File: src/rtl/seq_alu_booth.sv
// seq_alu_booth: sequential ALU with single-cycle logic/arith ops and a radix-2 Booth multiply.
// Define ALU_FLAGS_EN to add the registered {N,Z,C,V} flags output.
module seq_alu_booth #(
  parameter int WIDTH = 8
) (
  input  logic               clk,
  input  logic               rst_n,
  input  logic               start,
  input  logic [2:0]         sel,
  input  logic [WIDTH-1:0]   r1,
  input  logic [WIDTH-1:0]   r2,
  output logic [2*WIDTH-1:0] result,
  output logic               done,
  output logic               busy
`ifdef ALU_FLAGS_EN
  ,
  output logic [3:0]         flags
`endif
);
  localparam int         RW     = 2*WIDTH;
  localparam int         CW     = $clog2(WIDTH+1);
  localparam logic [2:0] OP_MUL = 3'd7;

  typedef enum logic {IDLE, MUL} state_t;

  state_t                  state_q, state_d;
  logic [CW-1:0]           count_q, count_d;
  logic [RW-1:0]           result_q, result_d;
  logic                    done_q, done_d;
  logic signed [WIDTH:0]   acc_q, acc_d;
  logic signed [WIDTH:0]   mcand_q, mcand_d;
  logic [WIDTH-1:0]        mq_q, mq_d;
  logic                    q1_q, q1_d;
  logic [2*WIDTH+1:0]      step;
  logic [RW-1:0]           op_res;
  logic [RW-1:0]           mul_res;
`ifdef ALU_FLAGS_EN
  logic [3:0]              flags_q, flags_d;
`endif

  function automatic logic [RW-1:0] single_op(input logic [2:0] op,
                                              input logic [WIDTH-1:0] a,
                                              input logic [WIDTH-1:0] b);
    logic [WIDTH:0]   sum;
    logic [WIDTH-1:0] dif;
    logic [RW-1:0]    r;
    sum = {1'b0, a} + {1'b0, b};
    dif = a - b;
    r   = '0;
    case (op)
      3'd0:    r[WIDTH-1:0] = a;
      3'd1:    r[WIDTH-1:0] = ~a;
      3'd2:    r[WIDTH-1:0] = a & b;
      3'd3:    r[WIDTH-1:0] = a | b;
      3'd4:    r[WIDTH-1:0] = a ^ b;
      3'd5:    r[WIDTH:0]   = sum;
      3'd6:    r            = {{WIDTH{dif[WIDTH-1]}}, dif};
      default: r            = '0;
    endcase
    return r;
  endfunction

  // One Booth step: conditional add/sub of M into A, then arithmetic shift of {A,Q,Q_1}.
  function automatic logic [2*WIDTH+1:0] booth_step(input logic signed [WIDTH:0] a,
                                                   input logic signed [WIDTH:0] m,
                                                   input logic [WIDTH-1:0]      q,
                                                   input logic                  q1);
    logic signed [WIDTH:0] s;
    case ({q[0], q1})
      2'b01:   s = a + m;
      2'b10:   s = a - m;
      default: s = a;
    endcase
    return {s[WIDTH], s, q};
  endfunction

`ifdef ALU_FLAGS_EN
  function automatic logic [3:0] op_flags(input logic [2:0]       op,
                                          input logic [WIDTH-1:0] a,
                                          input logic [WIDTH-1:0] b,
                                          input logic [RW-1:0]    r);
    logic [WIDTH:0]   sum;
    logic [WIDTH-1:0] dif;
    logic             c;
    logic             v;
    sum = {1'b0, a} + {1'b0, b};
    dif = a - b;
    c   = 1'b0;
    v   = 1'b0;
    if (op == 3'd5) begin
      c = sum[WIDTH];
      v = (a[WIDTH-1] == b[WIDTH-1]) && (sum[WIDTH-1] != a[WIDTH-1]);
    end else if (op == 3'd6) begin
      c = (a >= b);
      v = (a[WIDTH-1] != b[WIDTH-1]) && (dif[WIDTH-1] != a[WIDTH-1]);
    end
    return {r[RW-1], (r == '0), c, v};
  endfunction
`endif

  assign step    = booth_step(acc_q, mcand_q, mq_q, q1_q);
  assign op_res  = single_op(sel, r1, r2);
  assign mul_res = step[2*WIDTH:1];

  always_comb begin
    state_d  = state_q;
    count_d  = count_q;
    result_d = result_q;
    done_d   = 1'b0;
    acc_d    = acc_q;
    mcand_d  = mcand_q;
    mq_d     = mq_q;
    q1_d     = q1_q;
`ifdef ALU_FLAGS_EN
    flags_d  = flags_q;
`endif
    case (state_q)
      IDLE: begin
        if (start) begin
          if (sel == OP_MUL) begin
            state_d = MUL;
            acc_d   = '0;
            mcand_d = {r1[WIDTH-1], r1};
            mq_d    = r2;
            q1_d    = 1'b0;
            count_d = '0;
          end else begin
            result_d = op_res;
            done_d   = 1'b1;
`ifdef ALU_FLAGS_EN
            flags_d  = op_flags(sel, r1, r2, op_res);
`endif
          end
        end
      end
      MUL: begin
        {acc_d, mq_d, q1_d} = step;
        if (count_q != CW'(WIDTH)) count_d = count_q + 1'b1;
        // start is deliberately not looked at here: an in-flight multiply is never disturbed.
        if (count_q == CW'(WIDTH-1)) begin
          state_d  = IDLE;
          result_d = mul_res;
          done_d   = 1'b1;
`ifdef ALU_FLAGS_EN
          flags_d  = op_flags(OP_MUL, '0, '0, mul_res);
`endif
        end
      end
      default: state_d = IDLE;
    endcase
  end

  always_ff @(posedge clk or negedge rst_n) begin
    if (!rst_n) begin
      state_q  <= IDLE;
      count_q  <= '0;
      result_q <= '0;
      done_q   <= 1'b0;
`ifdef ALU_FLAGS_EN
      flags_q  <= '0;
`endif
    end else begin
      state_q  <= state_d;
      count_q  <= count_d;
      result_q <= result_d;
      done_q   <= done_d;
`ifdef ALU_FLAGS_EN
      flags_q  <= flags_d;
`endif
    end
  end

  // Booth datapath registers: only meaningful while in MUL, so no reset.
  always_ff @(posedge clk) begin
    acc_q   <= acc_d;
    mcand_q <= mcand_d;
    mq_q    <= mq_d;
    q1_q    <= q1_d;
  end

  assign result = result_q;
  assign done   = done_q;
  assign busy   = (state_q == MUL);
`ifdef ALU_FLAGS_EN
  assign flags  = flags_q;
`endif

endmodule

File: config.mk
export PLATFORM = sky130hd
export DESIGN_NAME = seq_alu_booth
export DESIGN_NICKNAME = d
export VERILOG_FILES = /design/src/rtl/seq_alu_booth.sv
export SDC_FILE = /design/constraint.sdc
export NUM_CORES = 1
export LEC_CHECK = 0
export ABC_CLOCK_PERIOD_IN_PS = 8039
export CAP_MARGIN = 30
export CORE_ASPECT_RATIO = 0.8
export CORE_UTILIZATION = 35
export CTS_CLUSTER_SIZE = 16
export DETAILED_ROUTE_END_ITERATION = 6
export GPL_ROUTABILITY_DRIVEN = 0
export SYNTH_ARGS = -nofsm -noshare
export SYNTH_HDL_FRONTEND = slang
export SYNTH_SLANG_ARGS = --single-unit
File: constraint.sdc
create_clock -name clk -period 8.04 [get_ports clk]
set_clock_uncertainty 0.1 [all_clocks]
set_input_delay 1.206 -clock clk [delete_from_list [all_inputs] [get_ports clk]]
set_output_delay 1.206 -clock clk [all_outputs]
set_load 0.005 [all_outputs]
# Word level (Yosys, flattened, before mapping)
# Index checks and enable logic that the tools add are counted.
totals:
  latchBits: 0
  ram_bits: 0
  out_inout_bits: 18
  rom_bits: 0
  n_memories: 0
  elab_cells: 68
  register_bits: 48
classes:
  muxes: 29
  n_div: 0
  magnitude_cmp: 0
  add_sub_neg: 5
  mul: 0
  reduce_logical: 5
  n_shift: 0
  bitwise: 5
  n_eq_ne: 16
ops:
  columns: ["operator", "count"]
  rows:
  - ["case mux 8 bit (7 select lines)", 1]
  - ["two-way mux 16 bit", 3]
  - ["case mux 9 bit (2 select lines)", 2]
  - ["case mux 16 bit (2 select lines)", 1]
  - ["two-way mux 9 bit", 2]
  - ["two-way mux 8 bit", 2]
  - ["case mux 8 bit (2 select lines)", 1]
  - ["equality test 3 bit (second input constant)", 4]
  - ["two-way mux 4 bit", 3]
  - ["adder 8 x 8 -> 9 bit", 1]
  - ["adder 9 x 8 -> 9 bit", 1]
  - ["AND reduction 3 bit", 3]
  - ["subtractor 9 x 8 -> 9 bit", 1]
  - ["AND 8 bit", 1]
  - ["two-way mux 1 bit", 8]
  - ["inverter 8 bit", 1]
  - ["bitwise OR 8 bit", 1]
  - ["case mux 1 bit (2 select lines)", 4]
  - ["case mux 4 bit (2 select lines)", 1]
  - ["subtractor 8 bit", 1]
  - ["XOR 8 bit", 1]
  - ["two-way mux 7 bit", 1]
  - ["equality test 3 x 2 -> 1 bit (second input constant)", 2]
  - ["inequality test 2 bit (second input constant)", 3]
  - ["other kinds (10)", 11]

# Logic depth before layout (Yosys ltp)
# Gate-level depths: netlist (run 1).
depth:
  word_depth: 5
  depth_mapped: 12

# Worst setup path after synthesis (run 1)
# No wires, ideal clock.
synth_timing:
  path_kind: "in2reg"
  from: "in r2[1]"
  to: "reg result_q[8], in the netlist result[8]"
  stages: 8
  slack_ns: 5.007
  arrival_time_ns: 2.807
  setup_time_ns: 0.126
  path_cell_list: "inv_1 > ha_1 > nor2_1 > o311ai_1 > a21oi_1 > xor2_1 > o31ai_4 > o32a_1"
synth_via:
  elab_chain_cells: 5
  elab_cells_between_ends: 6
synth_rtl:
  columns: ["element", "line_no", "source"]
  rows:
  - ["from (decl)", "11", "input logic [WIDTH-1:0] r2,"]
  - ["subtractor 8 bit or adder 8 x 8 -> 9 bit (tied branches)", "48, 47", null]
  - ["case mux 1 bit (2 select lines) (*)", "50", "case (op)"]
  - ["two-way mux 16 bit (*)", "120", "if (sel == OP_MUL) begin"]
  - ["two-way mux 16 bit (*)", "119", "if (start) begin"]
  - ["case mux 16 bit (2 select lines) (*)", "117", "case (state_q)"]
  - ["to (signal assigned)", "165", "result_q <= result_d;"]
  - ["to (decl)", "28", "logic [RW-1:0] result_q, result_d;"]
# Mark *: on every way between the ends. The rest lies on a longest branch, timed or not. The select of a mux whose other input is x is not followed.
# A chain may end at the register's enable or synchronous reset.

# Final worst setup path (run 1)
layout_timing:
  from: "in sel[2]"
  to: "reg result_q[5], in the netlist result[5]"
layout_via:
  elab_chain_cells: 5
  elab_cells_between_ends: 14
layout_rtl:
  columns: ["element", "line_no", "source"]
  rows:
  - ["from (decl)", "9", "input logic [2:0] sel,"]
  - ["equality test 3 bit (tied with other cells)", "50", null]
  - ["case mux 8 bit (7 select lines)", "50", null]
  - ["two-way mux 16 bit", "120", null]
  - ["two-way mux 16 bit", "119", null]
  - ["case mux 16 bit (2 select lines)", "117", null]
# Parallel ways exist; a longest one is shown, timed or not. The select of a mux whose other input is x is not followed.

==> metrics.md, run 1 <==
| Metric | Value |
|---|---|
| Fin crit share | around 46% |
| Max FO, Critical Path | 16 |
| Met3 WL | 372 µm |
| Clk_lat worst skew | between 200 and 300 ps |
| Max Clock Freq | 268 MHz |
| Critical path class | primary input to flip-flop |
| Type of origin of the critical path | primary input |
| Total CTS buffers | 5 |
| Die H | roughly 96 µm |
| Vias | 3235 |
| Total routing usage reported by global routing | between 15 and 20% |
| Post-synth top area cell | edfxtp_1 |
| H-tree depth | 2 |
| PwrDens | approximately 340 mW/mm² |
| Hold Crit Start | result[12]$_DFFE_PN0P_ |
| Sequential cell area fraction in the yosys report | between 30% and 40% |
| Synthesized net count | between 400 and 500 |
| Max transition margin | between 30% and 40% |
| DRT Pass-1 Iters | 5 |
| Row count | 33 |
| Yosys reg bits | 47 |
| Area share of the largest cell type after synthesis | between 15 and 20% |
| Final Core Density | 43.2% |
| R2R depth | 12 |
| Highest metal used | met4 |
| Total grt overflow | 0 |
| Nets@finish | around 500 |
| Commonest cells after routing, fill and taps aside | clkdlybuf4s50_1, ha_1, inv_1, a21oi_1 |
| End of the worst hold path | result[12]$_DFFE_PN0P_ |
| Initial Util | 36.9% |
| Status | completed |
| Worst R2R Start | mcand_q[0]$_DFFE_PP_ |
| R2R Setup Slk | around 4800 ps |
| CTS root buf | clkbuf_16 |
| Footprint of the multi-input gates | 0.00231 mm² |
| Commonest non-fill, non-tap cell in the layout | clkdlybuf4s50_1 |
| Hold buffer count at cts | 0 |
| Reg clk slew, reported paths | 70 ps |
| Die footprint | around 0.011 mm² |
| Yosys synthesis warning count | 0 |
| First-pass GRT wire length | between 15 and 20 mm |
| Number of global-route vias before repair | around 3200 |
| Antenna Cells | 0 |
| Setup bufs post-CTS | 0 |
| Total core area | between 0.01 and 0.015 mm² |
| Die X | between 100 and 150 µm |
| Fraction of layout cells with a size suffix above 1 | 5.52% |
| Library cells used by synthesis | 63 |
| Gate count of the mapped netlist | roughly 420 |
| Top_reg_cell synth | edfxtp_1 |
| Least-Margin Pin Slew | between 900 and 1000 ps |
| Largest net degree at the start of global routing | 54 |
| Clock Sinks | 47 |
| Min Clock Period, post-route | approximately 3700 ps |
| Drt via density | 5.46 |
| Post-synth EDFFs | 25 |
| Port buffer count | 39 |
| # setup viols final | 0 |
| TNS Setup | 0 ps |
| Hold path cells | 1 |
| Mapped cell area | between 0.003 and 0.004 mm² |
| Largest buffer count on any clock path | 2 |
| Worst endpoint required time | between 8000 and 9000 ps |
| Initial DRC Count | 263 |
| Residual DRC count | 0 |
| Area growth from synthesis to layout | 17.1% |
| Critical path arrival | roughly 3900 ps |
| Crit path launch | sel[2] |
| DP HPWL | approximately 7.6 mm |
| Final Hold Fails | 0 |
| Min Hold Slack | 417 ps |
| Max Cap Violations | 0 |
| HP Class | flip-flop to flip-flop |
| Final Power | 1530 µW |
| IO Pins | 40 |
| Synth area leaders | edfxtp_1, dfrtp_1, ha_1, a21oi_1, mux2i_1 |
| WL final | 10.0 mm |
| Sequential Area | roughly 0.0013 mm² |
| DRT antenna net count | 0 |
| Wirelength per Cell | 16.9 µm |
| Syn Area/Cell | ~9.1 µm² |
| Leakage | around 0.0019 µW |
| Post-CTS Resized | 0 |
| Asr flop ratio synth | a little under half |
| Filler cell count | approximately 1000 |
| Met2 Wirelength | 4.46 mm |
| Worst VDD drop | around 0.13 mV |
| Met1 wire length | roughly 5.0 mm |
| Slew Viols, Final | 0 |
| Unrepaired setup endpoints after global routing | false |
| CTS tree | yes |
| Worst reg2reg endpoint | acc_q[6]$_SDFFCE_PN0P_ |
| Nature of the critical path endpoint | flip-flop |
| Initial antenna violation count | 0 |
-- synth_stat cells, types with 5 or more instances --
library cell and instances:
inv_1 37, xor2_1 7, nor3_1 5, nand2_1 30, and2_1 6, nor2_1 30, buf_2 8, ha_1 38
dfrtp_1 22, o211ai_1 9, xnor2_1 10, mux2i_1 14, nand2b_1 8, a211oi_1 6, o21ai_0 27, a21oi_1 35
edfxtp_1 25, clkbuf_1 9, nor2b_1 11, o22a_1 6, nand3_1 9
-- how the worst max path moves through the flow --
stage | slack, ps | endpoint | cells past startpoint
CTS | 4340 | result[8]$_DFFE_PN0P_ | 9
finish | 4310 | result[5]$_DFFE_PN0P_ | 6
detailed placement | 4030 | result[8]$_DFFE_PN0P_ | 9
floorplan | 5010 | result[8]$_DFFE_PN0P_ | 8
global placement | 4090 | result[5]$_DFFE_PN0P_ | 6
global route | 4260 | result[5]$_DFFE_PN0P_ | 6
-- cells by family after synthesis --
| kind of cell | share of synthesized area, % |
|---|---|
| multiplexers | 3.91 |
| adder cells (fa/ha/maj) | 13.8 |
| buffers and inverters | 6.66 |
| flip-flops | 33.6 |
| XOR/XNOR | 3.85 |
| AO/OA/AOI/OAI | 23.0 |
| AND/OR/NAND/NOR | 15.1 |
-- per-layer routing --
layer | vias to the layer above | track usage [%]
li1 | 1589 | -
met4 | 0 | 5.94
met5 | - | 0
met3 | 16 | 2.55
met1 | 1549 | 25.0
met2 | 81 | 28.9
-- power breakdown --
part,internal [µW],total (µW),switching [µW]
clock network,135,234,98.2
logic,384,843,459
registers,390,455,65.2
total,909,1530,622
-- through the flow --
step,setup slack (ps),cell area (µm²),instances
2_1_floorplan,5010,3870,424
3_3_place_gp,4090,4340,584
3_5_place_dp,4030,4360,585
4_1_cts,4340,4530,593
5_1_grt,4260,4530,593
6_report,4310,4530,593
-- flip-flops by register name, summed over array words and instances (netlist names) --
register	count
done	1
result	16
q1_q	1
count_q	4
mq_q	8
acc_q	8
busy	1
mcand_q	8
-- area by class of cell --
class / instances / share of cell area, %
Tap cell: 140 / 3.87
Clock inverter: 2 / 0.359
Inverter: 37 / 3.07
Multi-Input combinational cell: 318 / 51.0
Timing Repair Buffer: 43 / 9.72
Sequential cell: 47 / 28.7
Clock buffer: 6 / 3.31
-- critical path: stages --
cell             delay, ps
clkdlybuf4s50_1        900
nor2b_1                710
nand2_4                130
or4_1                  480
a31oi_1                250
o22a_1                 170
No activity file was read; power rests on OpenSTA's default activity.
==> run 2: changes to the inputs <==
--- a/config.mk
+++ b/config.mk
@@ -5,7 +5,7 @@
 export SDC_FILE = /design/constraint.sdc
 export NUM_CORES = 1
 export LEC_CHECK = 0
-export ABC_CLOCK_PERIOD_IN_PS = 8039
+export ABC_CLOCK_PERIOD_IN_PS = 3100
 export CAP_MARGIN = 30
 export CORE_ASPECT_RATIO = 0.8
 export CORE_UTILIZATION = 35
==> constraint.sdc (replaced) <==
create_clock -name clk -period 3.1 [get_ports clk]
set_clock_uncertainty 0.1 [all_clocks]
set_input_delay 0.465 -clock clk [delete_from_list [all_inputs] [get_ports clk]]
set_output_delay 0.465 -clock clk [all_outputs]
set_load 0.005 [all_outputs]
==> metrics.md, run 2 (synthesis gave the netlist of run 1 again) <==
| Metric | Value |
|---|---|
| Drt via density | 5.54 (was 5.46) |
| End of the worst hold path | result[0]$_DFFE_PN0P_ (was result[12]$_DFFE_PN0P_) |
| Initial DRC Count | 206 (was 263) |
| First-pass GRT wire length | 17.0 mm (was 16.0 mm) |
| PwrDens | 855 mW/mm² (was 338 mW/mm²) |
| Wirelength per Cell | 17.0 µm (was 16.9 µm) |
| Max Clock Freq | roughly 340 MHz |
| Commonest non-fill, non-tap cell in the layout | clkdlybuf4s50_1 (unchanged) |
| Placed Area | 0.00449 mm² (was 0.00436 mm²) |
| Switching Share | 40.5% (was 40.6%) |
| Type of origin of the critical path | primary input (unchanged) |
| Critical path arrival | 3080 ps (was 3860 ps) |
| Worst reg2reg endpoint | acc_q[6]$_SDFFCE_PN0P_ (unchanged) |
| Footprint of the multi-input gates | 0.00234 mm² (was 0.00231 mm²) |
| DRT Pass-1 Iters | 5 (unchanged) |
| Nets@finish | 533 (was 515) |
| Final WS setup | 147 ps (was 4310 ps) |
| # setup viols final | 0 (unchanged) |
| Sequential Area | 0.00130 mm² (unchanged) |
| Filler cell count | 1012 (was 1017) |
| DP HPWL | 8.05 mm (was 7.60 mm) |
| Die footprint | 0.0115 mm² (unchanged) |
| Commonest cells after routing, fill and taps aside | clkdlybuf4s50_1, inv_1, ha_1, a21oi_1 (was clkdlybuf4s50_1, ha_1, inv_1, a21oi_1) |
| TNS Setup | 0 ps (unchanged) |
| Max transition margin | 56.8% (was 39.6%) |
| Sw Pwr | 1620 µW (was 622 µW) |
| Final Core Density | 44.6% (was 43.2%) |
| Reg clk slew, reported paths | 70 ps (about the same) |
| Worst R2R Start | q1_q$_SDFFCE_PN0P_ (was mcand_q[0]$_DFFE_PP_) |
| Port buffer count | 39 (unchanged) |
| Critical path class | primary input to flip-flop (unchanged) |
| Total core area | 0.0105 mm² (unchanged) |
| R2R depth | 10 (was 12) |
| CTS tree | yes (unchanged) |
| DRT antenna net count | 0 (unchanged) |
| Leakage | 0.00196 µW (was 0.00188 µW) |
| WL final | 10.4 mm (was 10.0 mm) |
| Clk pwr share | 13.9% (was 15.3%) |
| Hold Crit Start | result[0]$_DFFE_PN0P_ (was result[12]$_DFFE_PN0P_) |
| Clock Sinks | 47 (unchanged) |
| CTS root buf | clkbuf_16 (unchanged) |
| Worst endpoint required time | 3220 ps (was 8170 ps) |
| Row count | 33 (unchanged) |
| Initial Util | 36.9% (unchanged) |
| Largest buffer count on any clock path | 2 (unchanged) |
| IO Pins | 40 (unchanged) |
| Final Instance Area | 0.00467 mm² (was 0.00453 mm²) |
| Largest register FFs | 16 (unchanged) |
| Pint | 2380 µW (was 909 µW) |
| Total routing usage reported by global routing | 19.1% (was 18.0%) |
| Setup bufs post-CTS | 0 (unchanged) |
| Final Hold Fails | 0 (unchanged) |
| Antenna Cells | 0 (unchanged) |
| R2R Setup Slk | 180 ps (was 4790 ps) |
| Slew Viols, Final | 0 (unchanged) |
| Vias | 3386 (was 3235) |
| Max Cap Violations | 0 (unchanged) |
| Fraction of layout cells with a size suffix above 1 | 10.4% (was 5.52%) |
| Initial antenna violation count | 0 (unchanged) |
| Min Clock Period, post-route | a little under 3000 ps |
| HP Class | flip-flop to flip-flop (unchanged) |
| Status | completed (unchanged) |
| Number of global-route vias before repair | 3303 (was 3150) |
| Unrepaired setup endpoints after global routing | false (unchanged) |
| Area growth from synthesis to layout | 20.8% (was 17.1%) |
| Die X | 120 µm (unchanged) |
| Total grt overflow | 0 (unchanged) |
| Worst VDD drop | 0.370 mV (was 0.134 mV) |
| H-tree depth | 2 (unchanged) |
| Largest net degree at the start of global routing | 29 (was 54) |
| Least-Margin Pin Slew | 631 ps (was 903 ps) |
| Max FO, Critical Path | 4 (was 16) |
| Residual DRC count | 0 (unchanged) |
| Total CTS buffers | 5 (unchanged) |
| Logic gate share of total power | 56.0% (was 55.0%) |
| Die H | 96.0 µm (unchanged) |
| Clk_lat worst skew | 290 ps (about the same) |
| Nature of the critical path endpoint | flip-flop (unchanged) |
| Fin crit share | 95.3% |
| Hold path cells | 1 (unchanged) |
| Worst slack, placed | -46.8 ps (was 4030 ps) |
| Part of the power in registers | 30.2% (was 29.7%) |
-- run 2: worst max-delay path: stages --
cell and delay, ps:
clkdlybuf4s50_1 490, inv_1 120, ha_1 210, inv_1 70, fa_1 410, nand2b_1 120, a221oi_1 100, or2_0 210
a2111oi_0 550, a2111oi_0 160, o21ai_1 150
-- run 2: layout make-up --
class / count / area share [%]
tap: 140 / 3.75
sequential: 47 / 27.8
multi-input combinational: 318 / 50.1
timing repair buffer: 61 / 12.2
clock inverter: 3 / 0.482
clock buffer: 5 / 2.68
inverter: 37 / 2.97
-- run 2: worst max-delay path by stage --
| stage | from | endpoint |
|---|---|---|
| 2_1_floorplan | mcand_q[0]$_DFFE_PP_ | acc_q[6]$_SDFFCE_PN0P_ |
| 3_3_place_gp | r1[0] | result[6]$_DFFE_PN0P_ |
| 3_5_place_dp | r1[0] | result[6]$_DFFE_PN0P_ |
| 4_1_cts | mcand_q[0]$_DFFE_PP_ | acc_q[7]$_SDFFCE_PN0P_ |
| 5_1_grt | mcand_q[2]$_DFFE_PP_ | result[15]$_DFFE_PN0P_ |
| 6_report | r1[0] | result[6]$_DFFE_PN0P_ |
-- run 2: power by group through the flow --
stage / logic (µW) / clock network [µW] / registers, µW
floorplan: 1520 / 0 / 1150
global placement: 2140 / 0 / 1220
global route: 2490 / 591 / 1240
detailed placement: 2190 / 0 / 1220
finish: 2240 / 554 / 1200
CTS: 2210 / 566 / 1210
-- run 2: timing repair --
item / 4_1_cts / 5_1_grt
hold buffers: 0 / 0
gates resized for setup: 0 / 8
endpoints found under the setup margin: 0 / 4
-- run 2: through the flow --
step           power, µW  hold WS [ps]  instances
6_report            4000           407        611
5_1_grt             4330           428        611
4_1_cts             3980           414        611
3_5_place_dp        3400           399        603
3_3_place_gp        3360           389        603
2_1_floorplan       2670          69.4        424
-- run 2: per-layer routing --
| metal | global-route usage, % | vias to the layer above | share of wire [%] |
|---|---|---|---|
| met5 | 0 | - | 0 |
| met4 | 4.27 | 0 | 1.3 |
| met3 | 3.73 | 11 | 5.9 |
| met2 | 31.2 | 100 | 45 |
| met1 | 26.1 | 1650 | 48 |
| li1 | - | 1625 | - |
